===== config.mk =====
export PLATFORM = sky130hd
export DESIGN_NAME = nubus_master
export DESIGN_NICKNAME = d
export VERILOG_FILES = /design/src/rtl/nubus_master_pkg.sv /design/src/rtl/nubus_master_wdt.sv /design/src/rtl/nubus_master.sv
export SDC_FILE = /design/constraint.sdc
export NUM_CORES = 1
export LEC_CHECK = 0
export CAP_MARGIN = 25
export CORE_ASPECT_RATIO = 1.75
export CORE_MARGIN = 2
export CORE_UTILIZATION = 45
export DETAILED_ROUTE_END_ITERATION = 16
export PLACE_DENSITY = 0.81
export SLEW_MARGIN = 20
export SYNTH_ARGS = -nofsm -noshare
export SYNTH_HDL_FRONTEND = slang
export SYNTH_SLANG_ARGS = --single-unit

===== constraint.sdc =====
create_clock -name nub_clkn -period 2 [get_ports nub_clkn]
set_input_delay 0.4 -clock nub_clkn [delete_from_list [all_inputs] [get_ports nub_clkn]]
set_output_delay 0.4 -clock nub_clkn [all_outputs]
set_load 0.1 [all_outputs]

===== src/rtl/nubus_master_pkg.sv =====
// NuBus master shared definitions: FSM states, ack status codes,
// transfer-mask helpers.
package nubus_master_pkg;

  typedef enum logic [2:0] {
    S_IDLE,
    S_ARB,
    S_ADDR,
    S_DATA,
    S_DONE
  } state_t;

  // Ack status as seen on the inverted {tm1n,tm0n} lines
  localparam logic [1:0] TMN_COMPLETE = 2'b11;
  localparam logic [1:0] TMN_ERROR    = 2'b10;
  localparam logic [1:0] TMN_TIMEOUT  = 2'b01;
  localparam logic [1:0] TMN_TRYAGAIN = 2'b00;

  function automatic logic mask_legal(input logic [3:0] m);
    logic ok;
    case (m)
      4'h0, 4'hF,
      4'h3, 4'hC,
      4'h1, 4'h2,
      4'h4, 4'h8: ok = 1'b1;
      default:    ok = 1'b0;
    endcase
    return ok;
  endfunction

  function automatic logic [1:0] lane_lo(input logic [3:0] m);
    logic [1:0] lo;
    case (m)
      4'h2:       lo = 2'd1;
      4'h4, 4'hC: lo = 2'd2;
      4'h8:       lo = 2'd3;
      default:    lo = 2'd0;
    endcase
    return lo;
  endfunction

endpackage


===== src/rtl/nubus_master_wdt.sv =====
// Data-phase watchdog: counts enabled cycles, flags the cycle
// that reaches the all-ones count.
module nubus_mst_wdt #(
  parameter int W = 8
) (
  input  logic nub_clkn,
  input  logic nub_resetn,
  input  logic clear,
  input  logic enable,
  output logic tc
);

  logic [W-1:0] cnt;
  logic [W-1:0] inc;

  assign inc = cnt + W'(1);
  assign tc  = enable & (&inc);

  always_ff @(negedge nub_clkn or negedge nub_resetn) begin
    if (!nub_resetn) begin
      cnt <= '0;
    end else if (clear) begin
      cnt <= '0;
    end else if (enable) begin
      cnt <= inc;
    end
  end

endmodule


===== src/rtl/nubus_master.sv =====
// NuBus bus master: CPU request to NuBus arbitration, address
// and data phases, with retry, watchdog and locked ownership.
module nubus_master
  import nubus_master_pkg::*;
#(
  parameter int WDT_W     = 8,
  parameter int RETRY_MAX = 3
) (
  input  logic        nub_clkn,
  input  logic        nub_resetn,
  input  logic        nub_startn,
  input  logic        nub_ackn,
  input  logic        nub_tm1n,
  input  logic        nub_tm0n,
  input  logic [31:0] nub_adn,
  input  logic        grant,
  output logic        arb,
  input  logic        cpu_valid,
  input  logic [31:0] cpu_addr,
  input  logic [31:0] cpu_wdata,
  input  logic [3:0]  cpu_write,
  input  logic        cpu_lock,
  output logic        cpu_ready,
  output logic [31:0] cpu_rdata,
  output logic        cpu_error,
  output logic        cpu_tryagain,
  output logic        mst_arbcyn,
  output logic        mst_adrcyn,
  output logic        mst_dtacyn,
  output logic        mst_ownern,
  output logic        mst_lockedn,
  output logic        mst_tm1n,
  output logic        mst_tm0n,
  output logic        mst_timeout,
  output logic        mst_adoe,
  output logic [31:0] mst_ad
);

  localparam int RW = $clog2(RETRY_MAX + 2);

  state_t state;
  state_t state_nxt;

  logic [31:2]   addr_q;
  logic [31:0]   wdata_q;
  logic [3:0]    mask_q;
  logic          lock_q;
  logic          owned;
  logic          err_q;
  logic          ta_q;
  logic          ill_q;
  logic [RW-1:0] retry_q;

  logic       wdt_tc;
  logic       acked;
  logic       is_read;
  logic       legal;
  logic       retry_ok;
  logic       bus_own;
  logic [1:0] status;
  logic       unused;

  assign acked    = ~nub_ackn;
  assign is_read  = (mask_q == 4'h0);
  assign legal    = mask_legal(cpu_write);
  assign status   = {nub_tm1n, nub_tm0n};
  assign retry_ok = (retry_q < RW'(RETRY_MAX));
  assign unused   = ^cpu_addr[1:0];

  nubus_mst_wdt #(
    .W(WDT_W)
  ) u_wdt (
    .nub_clkn  (nub_clkn),
    .nub_resetn(nub_resetn),
    .clear     (state != S_DATA),
    .enable    (state == S_DATA),
    .tc        (wdt_tc)
  );

  always_ff @(negedge nub_clkn or negedge nub_resetn) begin
    if (!nub_resetn) begin
      state <= S_IDLE;
    end else begin
      state <= state_nxt;
    end
  end

  always_comb begin
    state_nxt = state;
    unique case (state)
      S_IDLE: begin
        if (cpu_valid) begin
          if (!legal) begin
            state_nxt = S_DONE;
          end else if (owned) begin
            state_nxt = S_ADDR;
          end else begin
            state_nxt = S_ARB;
          end
        end
      end
      S_ARB: begin
        if (grant && nub_startn && nub_ackn) begin
          state_nxt = S_ADDR;
        end
      end
      S_ADDR: state_nxt = S_DATA;
      S_DATA: begin
        if (acked) begin
          if (status == TMN_TRYAGAIN && retry_ok) begin
            // a held bus skips re-arbitration
            state_nxt = (lock_q || owned) ? S_ADDR : S_ARB;
          end else begin
            state_nxt = S_DONE;
          end
        end else if (wdt_tc) begin
          state_nxt = S_DONE;
        end
      end
      S_DONE: state_nxt = S_IDLE;
      default: state_nxt = S_IDLE;
    endcase
  end

  always_ff @(negedge nub_clkn or negedge nub_resetn) begin
    if (!nub_resetn) begin
      addr_q    <= '0;
      wdata_q   <= '0;
      mask_q    <= '0;
      lock_q    <= 1'b0;
      owned     <= 1'b0;
      err_q     <= 1'b0;
      ta_q      <= 1'b0;
      ill_q     <= 1'b0;
      retry_q   <= '0;
      cpu_rdata <= '0;
    end else begin
      unique case (state)
        S_IDLE: begin
          if (cpu_valid) begin
            addr_q  <= cpu_addr[31:2];
            wdata_q <= cpu_wdata;
            mask_q  <= cpu_write;
            lock_q  <= cpu_lock;
            ill_q   <= ~legal;
            err_q   <= ~legal;
            ta_q    <= 1'b0;
            retry_q <= '0;
          end else begin
            owned <= 1'b0;
          end
        end
        S_DATA: begin
          if (acked) begin
            if (is_read) begin
              cpu_rdata <= ~nub_adn;
            end
            if (status == TMN_TRYAGAIN) begin
              if (retry_ok) begin
                retry_q <= retry_q + RW'(1);
              end else begin
                ta_q <= 1'b1;
              end
            end else begin
              err_q <= (status != TMN_COMPLETE);
            end
          end else if (wdt_tc) begin
            err_q <= 1'b1;
          end
        end
        S_DONE: begin
          // a rejected request never gains ownership
          owned <= lock_q & (owned | ~ill_q);
        end
        default: ;
      endcase
    end
  end

  always_comb begin
    arb          = 1'b0;
    mst_arbcyn   = 1'b1;
    mst_adrcyn   = 1'b1;
    mst_dtacyn   = 1'b1;
    mst_tm1n     = 1'b1;
    mst_tm0n     = 1'b1;
    mst_timeout  = 1'b0;
    mst_adoe     = 1'b0;
    mst_ad       = '0;
    cpu_ready    = 1'b0;
    cpu_error    = 1'b0;
    cpu_tryagain = 1'b0;
    bus_own      = 1'b0;
    unique case (state)
      S_ARB: begin
        arb        = 1'b1;
        mst_arbcyn = 1'b0;
      end
      S_ADDR: begin
        mst_adrcyn = 1'b0;
        mst_adoe   = 1'b1;
        mst_ad     = {addr_q, lane_lo(mask_q)};
        mst_tm1n   = ~|mask_q;
        mst_tm0n   = (mask_q == 4'hF) || is_read;
        bus_own    = 1'b1;
      end
      S_DATA: begin
        mst_dtacyn  = 1'b0;
        mst_adoe    = ~is_read;
        mst_ad      = is_read ? 32'h0 : wdata_q;
        mst_timeout = wdt_tc & nub_ackn;
        bus_own     = 1'b1;
      end
      S_DONE: begin
        cpu_ready    = 1'b1;
        cpu_error    = err_q;
        cpu_tryagain = ta_q;
        bus_own      = ~ill_q;
      end
      default: ;
    endcase
    mst_ownern  = ~(bus_own | owned);
    mst_lockedn = ~(owned | (bus_own & lock_q));
  end

endmodule

==> out/metrics.yaml, run 1 <==
yosys:
  ys.flop_type: "dfrtn_1"
  synth_cells: 568
  yosys_warnings: 0
  synth_edf_count: 0
  synth_seq_area_share_pct: 54.9
  synth.avg_cell_area_um2: 9.38
  ys_seq_elements: 117
  syn_nets: 681
  syn_area_um2: 5330
  async_flop_share_pct: 100
  synth_cell_types: 47
clocking:
  cts_resized: 173
  clockBufferDepth: 2
  htreeDepth: 4
  clk_root_buffer_cell: "clkbuf_16"
  cts_setup_buffers: 45
  cts_hold_buf: 0
  cts_buffers: 17
  cts.sinks: 117
outcome:
  error: "[ERROR DPL-0033] detailed placement checks failed during check placement."
  status: "aborted with a tool error"
  haltStage: "clock tree synthesis"
placement:
  dpl-instance-area_um2: 9440
  place_congestion: 0.834
  placed_cells: 965
  place_hpwl_um: 13200
  portBuffers: 183
  post-place-ws_ns: -1.17
floorplan:
  fp-row-count: 52
  die_h_um: 148
  die_x_um: 86.3
  start_util_pct: 46.0
  io_pins: 186
Yosys cell counts, types with 5 or more instances:
| cell | instances | area [um2] |
|---|---|---|
| o21ai_0 | 8 | 40.0 |
| a22o_1 | 30 | 263 |
| buf_2 | 7 | 35.0 |
| nor2_1 | 24 | 90.1 |
| o21ai_2 | 33 | 289 |
| and3_1 | 5 | 31.3 |
| clkbuf_1 | 16 | 60.1 |
| dfrtn_1 | 117 | 2930 |
| nand2_2 | 8 | 50.1 |
| buf_6 | 7 | 78.8 |
| nand2_1 | 230 | 863 |
| nand2b_1 | 7 | 43.8 |
| inv_1 | 7 | 26.3 |
| a21oi_1 | 10 | 50.1 |
through the flow:
| stage | hold slack, ns | util (%) |
|---|---|---|
| after floorplan | 0.403 | - |
| after global placement | 0.414 | 81.5 |
| after detailed placement | 0.420 | 81.5 |
kinds of logic after synthesis:
| family | synth area share, % |
|---|---|
| AND/OR/NAND/NOR | 24.2 |
| adder cells (fa/ha/maj) | 0.939 |
| buffers and inverters | 4.11 |
| flip-flops | 54.9 |
| XOR/XNOR | 0.986 |
| AO/OA/AOI/OAI | 14.6 |
| multiplexers | 0.188 |
==> run 2: changes to the inputs <==
--- a/config.mk
+++ b/config.mk
@@ -6,11 +6,10 @@
 export NUM_CORES = 1
 export LEC_CHECK = 0
 export CAP_MARGIN = 25
-export CORE_ASPECT_RATIO = 1.75
 export CORE_MARGIN = 2
-export CORE_UTILIZATION = 45
+export CORE_UTILIZATION = 40
 export DETAILED_ROUTE_END_ITERATION = 16
-export PLACE_DENSITY = 0.81
+export PLACE_DENSITY_LB_ADDON = 0.15
 export SLEW_MARGIN = 20
 export SYNTH_ARGS = -nofsm -noshare
 export SYNTH_HDL_FRONTEND = slang
==> run 2 against run 1 <==
Net effect: the flow now finishes, with violations (negative setup slack); synthesized cell count stayed put; synthesized area stayed put.
==> out/metrics.yaml, run 2 <==
finish:
  final_core_util_pct: 85.7
  layout-drive-gt1-share_pct: 48.4
  syn_to_final_growth_pct: 111
  final_common_cell: "nand2_1"
  stdcell_count: 1087
  finalInstanceArea_um2: 11300
  largest_registers: "cpu_rdata x32, wdata_q x32, addr_q x30"
  antenna_cells: 0
  final_cell_mix: "nand2_1 (192), dfrtn_1 (117), buf_4 (110)"
  finish.net_count: 1011
  num-fill-cells: 654
outcome:
  violations: "negative setup slack"
  status: "complete, but fails checks"
timing:
  setup_viol: 129
  fin_skew_ns: 0.00832
  worst_slew_pin_slew_ns: 0.396
  timing_hold_violations_final: 0
  finalMaxSlewViolations: 0
  rsz0062_at_grt: "true"
  setup_tns_ns: -78.63
  setup_ws_ns: -1.41
  relSlewSlack_pct: 73.5
grt:
  grt_busiest_layer: "met2"
  grt_pass1_vias: 5911
  grt_use_met3_pct: 8.09
  grt_pass1_wl_um: 29800
  grt_util_all_layers_pct: 26.9
  globalRouteMet1Util_pct: 29.8
  grt_start_max_net_pins: 61
  antenna_found_initial: 0
  grt-ovfl-total: 0
  met2_usage_pct: 47.3
worst_setup_path:
  arrival_ns: 3.01
  crit_path_start_kind: "flip-flop"
  worstSetupEndpointType: "output pin"
  slowest_delay_ns: 0.55
  slowest_stage: "dfrtn_1"
  worstPathMaxFanout: 6
  cp_top_family: "flip-flops"
  crit_buf_inv: 4
  crit_type: "flip-flop to output pin"
  critPathRequiredTime_ns: 1.60
  crit_chain: "nand2_4 > nor2_4 > inv_4 > nor2_4 > buf_12 > clkbuf_16 > a22o_4 > buf_12"
clocking:
  htreeDepth: 4  # unchanged
  cts.sinks: 117  # unchanged
  cts_tree: "built"
  clockBufferDepth: 2  # unchanged
  clock_latency_ns: 0.40
  clk_root_buffer_cell: "clkbuf_16"
  cts_buffers: 17  # unchanged
  cts.clk_slew.worst_paths_ns: 0.04
  cts_hold_buf: 0  # unchanged
pwr:
  p_leak_nw: 5.31
  ir_drop_v: 0.00102
  p_per_area_nw_per_um2: 1860
floorplan:
  io_pins: 186  # unchanged
  fp-row-count: 42  # -19%
  start_util_pct: 40.6  # -5.5 points
  coreArea_um2: 13100
  die_h_um: 119  # -19%
  dieArea_um2: 14300
  die_x_um: 119  # +38%
placement:
  post-place-ws_ns: -1.11  # +0.0597 ns
  place_hpwl_um: 11800  # -10%
  portBuffers: 183  # unchanged
  place_congestion: 0.919  # +10%
  placed_cells: 1004  # +4.0%
  dpl-instance-area_um2: 9460  # +0.25%
yosys:
  synth_area_leader_cell: "dfrtn_1"
  syn_nets: 681  # unchanged
  synth.area.top_cells: "dfrtn_1 (55%), nand2_1 (16%), o21ai_2 (5.4%)"
  async_flop_share_pct: 100  # unchanged
  synth_cell_types: 47  # unchanged
  synth_edf_count: 0  # unchanged
  synth_cells: 568  # unchanged
  synth.avg_cell_area_um2: 9.38  # unchanged
  ys_seq_elements: 117  # unchanged
  netlist_top_cells_count: "nand2_1 (230), dfrtn_1 (117), o21ai_2 (33)"
  synth_seq_area_share_pct: 54.9  # unchanged
  syn_area_um2: 5330  # unchanged
  yosysMostFrequentCell: "nand2_1"
  yosysTopAreaCellShare_pct: 54.9  # unchanged
  ys.flop_type: "dfrtn_1"
  yosys_warnings: 0  # unchanged
detailed_routing:
  ant_nets: 0
  drt_iter0_markers: 356
  vias: 5550
  drcViolationCount: 0
  drtPass1Iterations: 4
  post_drt_wl_per_cell_um: 19.3
  wl_um: 21000
  viasPerCell: 5.11
min_path:
  hold_class: "flip-flop to flip-flop"
run:
  cap_violations: 0
[run 2: logic make-up (layout without fill, tap and decap cells)]
family,count (synthesis),count (layout),synth area share (%)
flip-flops,117,117,54.9
buffers and inverters,40,383,4.11
XOR/XNOR,6,6,0.986
AND/OR/NAND/NOR,302,302,24.2
multiplexers,1,1,0.188
adder cells (fa/ha/maj),4,4,0.939
AO/OA/AOI/OAI,98,98,14.6
[run 2: area by class of cell]
type / instances / area (um2) / share of cell area (%)
clock buffers: 24 / 502 / 4.46
multi-input cells: 411 / 3080 / 27.3
repair buffers: 343 / 4330 / 38.5
inverters: 8 / 58.8 / 0.522
well taps: 176 / 220 / 1.96
clock inverters: 8 / 144 / 1.28
flip-flops and latches: 117 / 2930 / 26.0
[run 2: final timing paths]
path	from	end	slack, ns	depth (start not counted)
max	state[1]	mst_ad[27]	-1.41	8
min	wdata_q[10]	wdata_q[10]	0.44	2
max reg2reg	mask_q[1]	cpu_rdata[28]	-0.12	12
min reg2reg	wdata_q[10]	wdata_q[10]	0.44	2
max in group asynchronous	nub_resetn	addr_q[19]	0.78	2
min in group asynchronous	nub_resetn	cpu_rdata[6]	0.90	2
[run 2: tightest hold or removal path: cells and delay by family (launching register included)]
| family | cells | cell delay (ns) |
|---|---|---|
| flops | 1 | 0.42 |
| simple gates | 2 | 0.11 |
[run 2: report_power, final]
| group | internal (mW) | switching [mW] |
|---|---|---|
| Combinational | 5.46 | 7.70 |
| Clock | 2.25 | 1.10 |
| Sequential | 3.46 | 0.943 |
| Total | 11.2 | 9.74 |
[run 2: metrics by stage]
step	hold slack, ns	power (mW)
2_1_floorplan	0.403	11.4
3_3_place_gp	0.415	15.6
3_5_place_dp	0.421	15.9
4_1_cts	0.421	20.1
5_1_grt	0.472	21.7
6_report	0.444	20.9
[run 2: routing by layer]
| metal | vias up | routed length, um |
|---|---|---|
| met5 | - | 0 |
| met4 | 0 | 720 |
| met3 | 62 | 1230 |
| met2 | 201 | 11300 |
| met1 | 2738 | 7770 |
| li1 | 2549 | - |
[run 2: what timing repair did]
item / in CTS / in global routing
resized for setup: 103 / 67
pin swaps: 33 / 48
setup endpoints to repair: 186 / 130
buffers inserted: 18 / 28
cloned: 7 / 3
Power figures use the tool's default switching activity.
==> run 3: changes to the inputs <==
--- a/config.mk
+++ b/config.mk
@@ -9,6 +9,7 @@
 export CORE_MARGIN = 2
 export CORE_UTILIZATION = 40
 export DETAILED_ROUTE_END_ITERATION = 16
+export HOLD_SLACK_MARGIN = 0.1
 export PLACE_DENSITY_LB_ADDON = 0.15
 export SLEW_MARGIN = 20
 export SYNTH_ARGS = -nofsm -noshare
==> results of run 3 <==
Same layout as run 2: the final DEF is identical, and so are final timing and power.
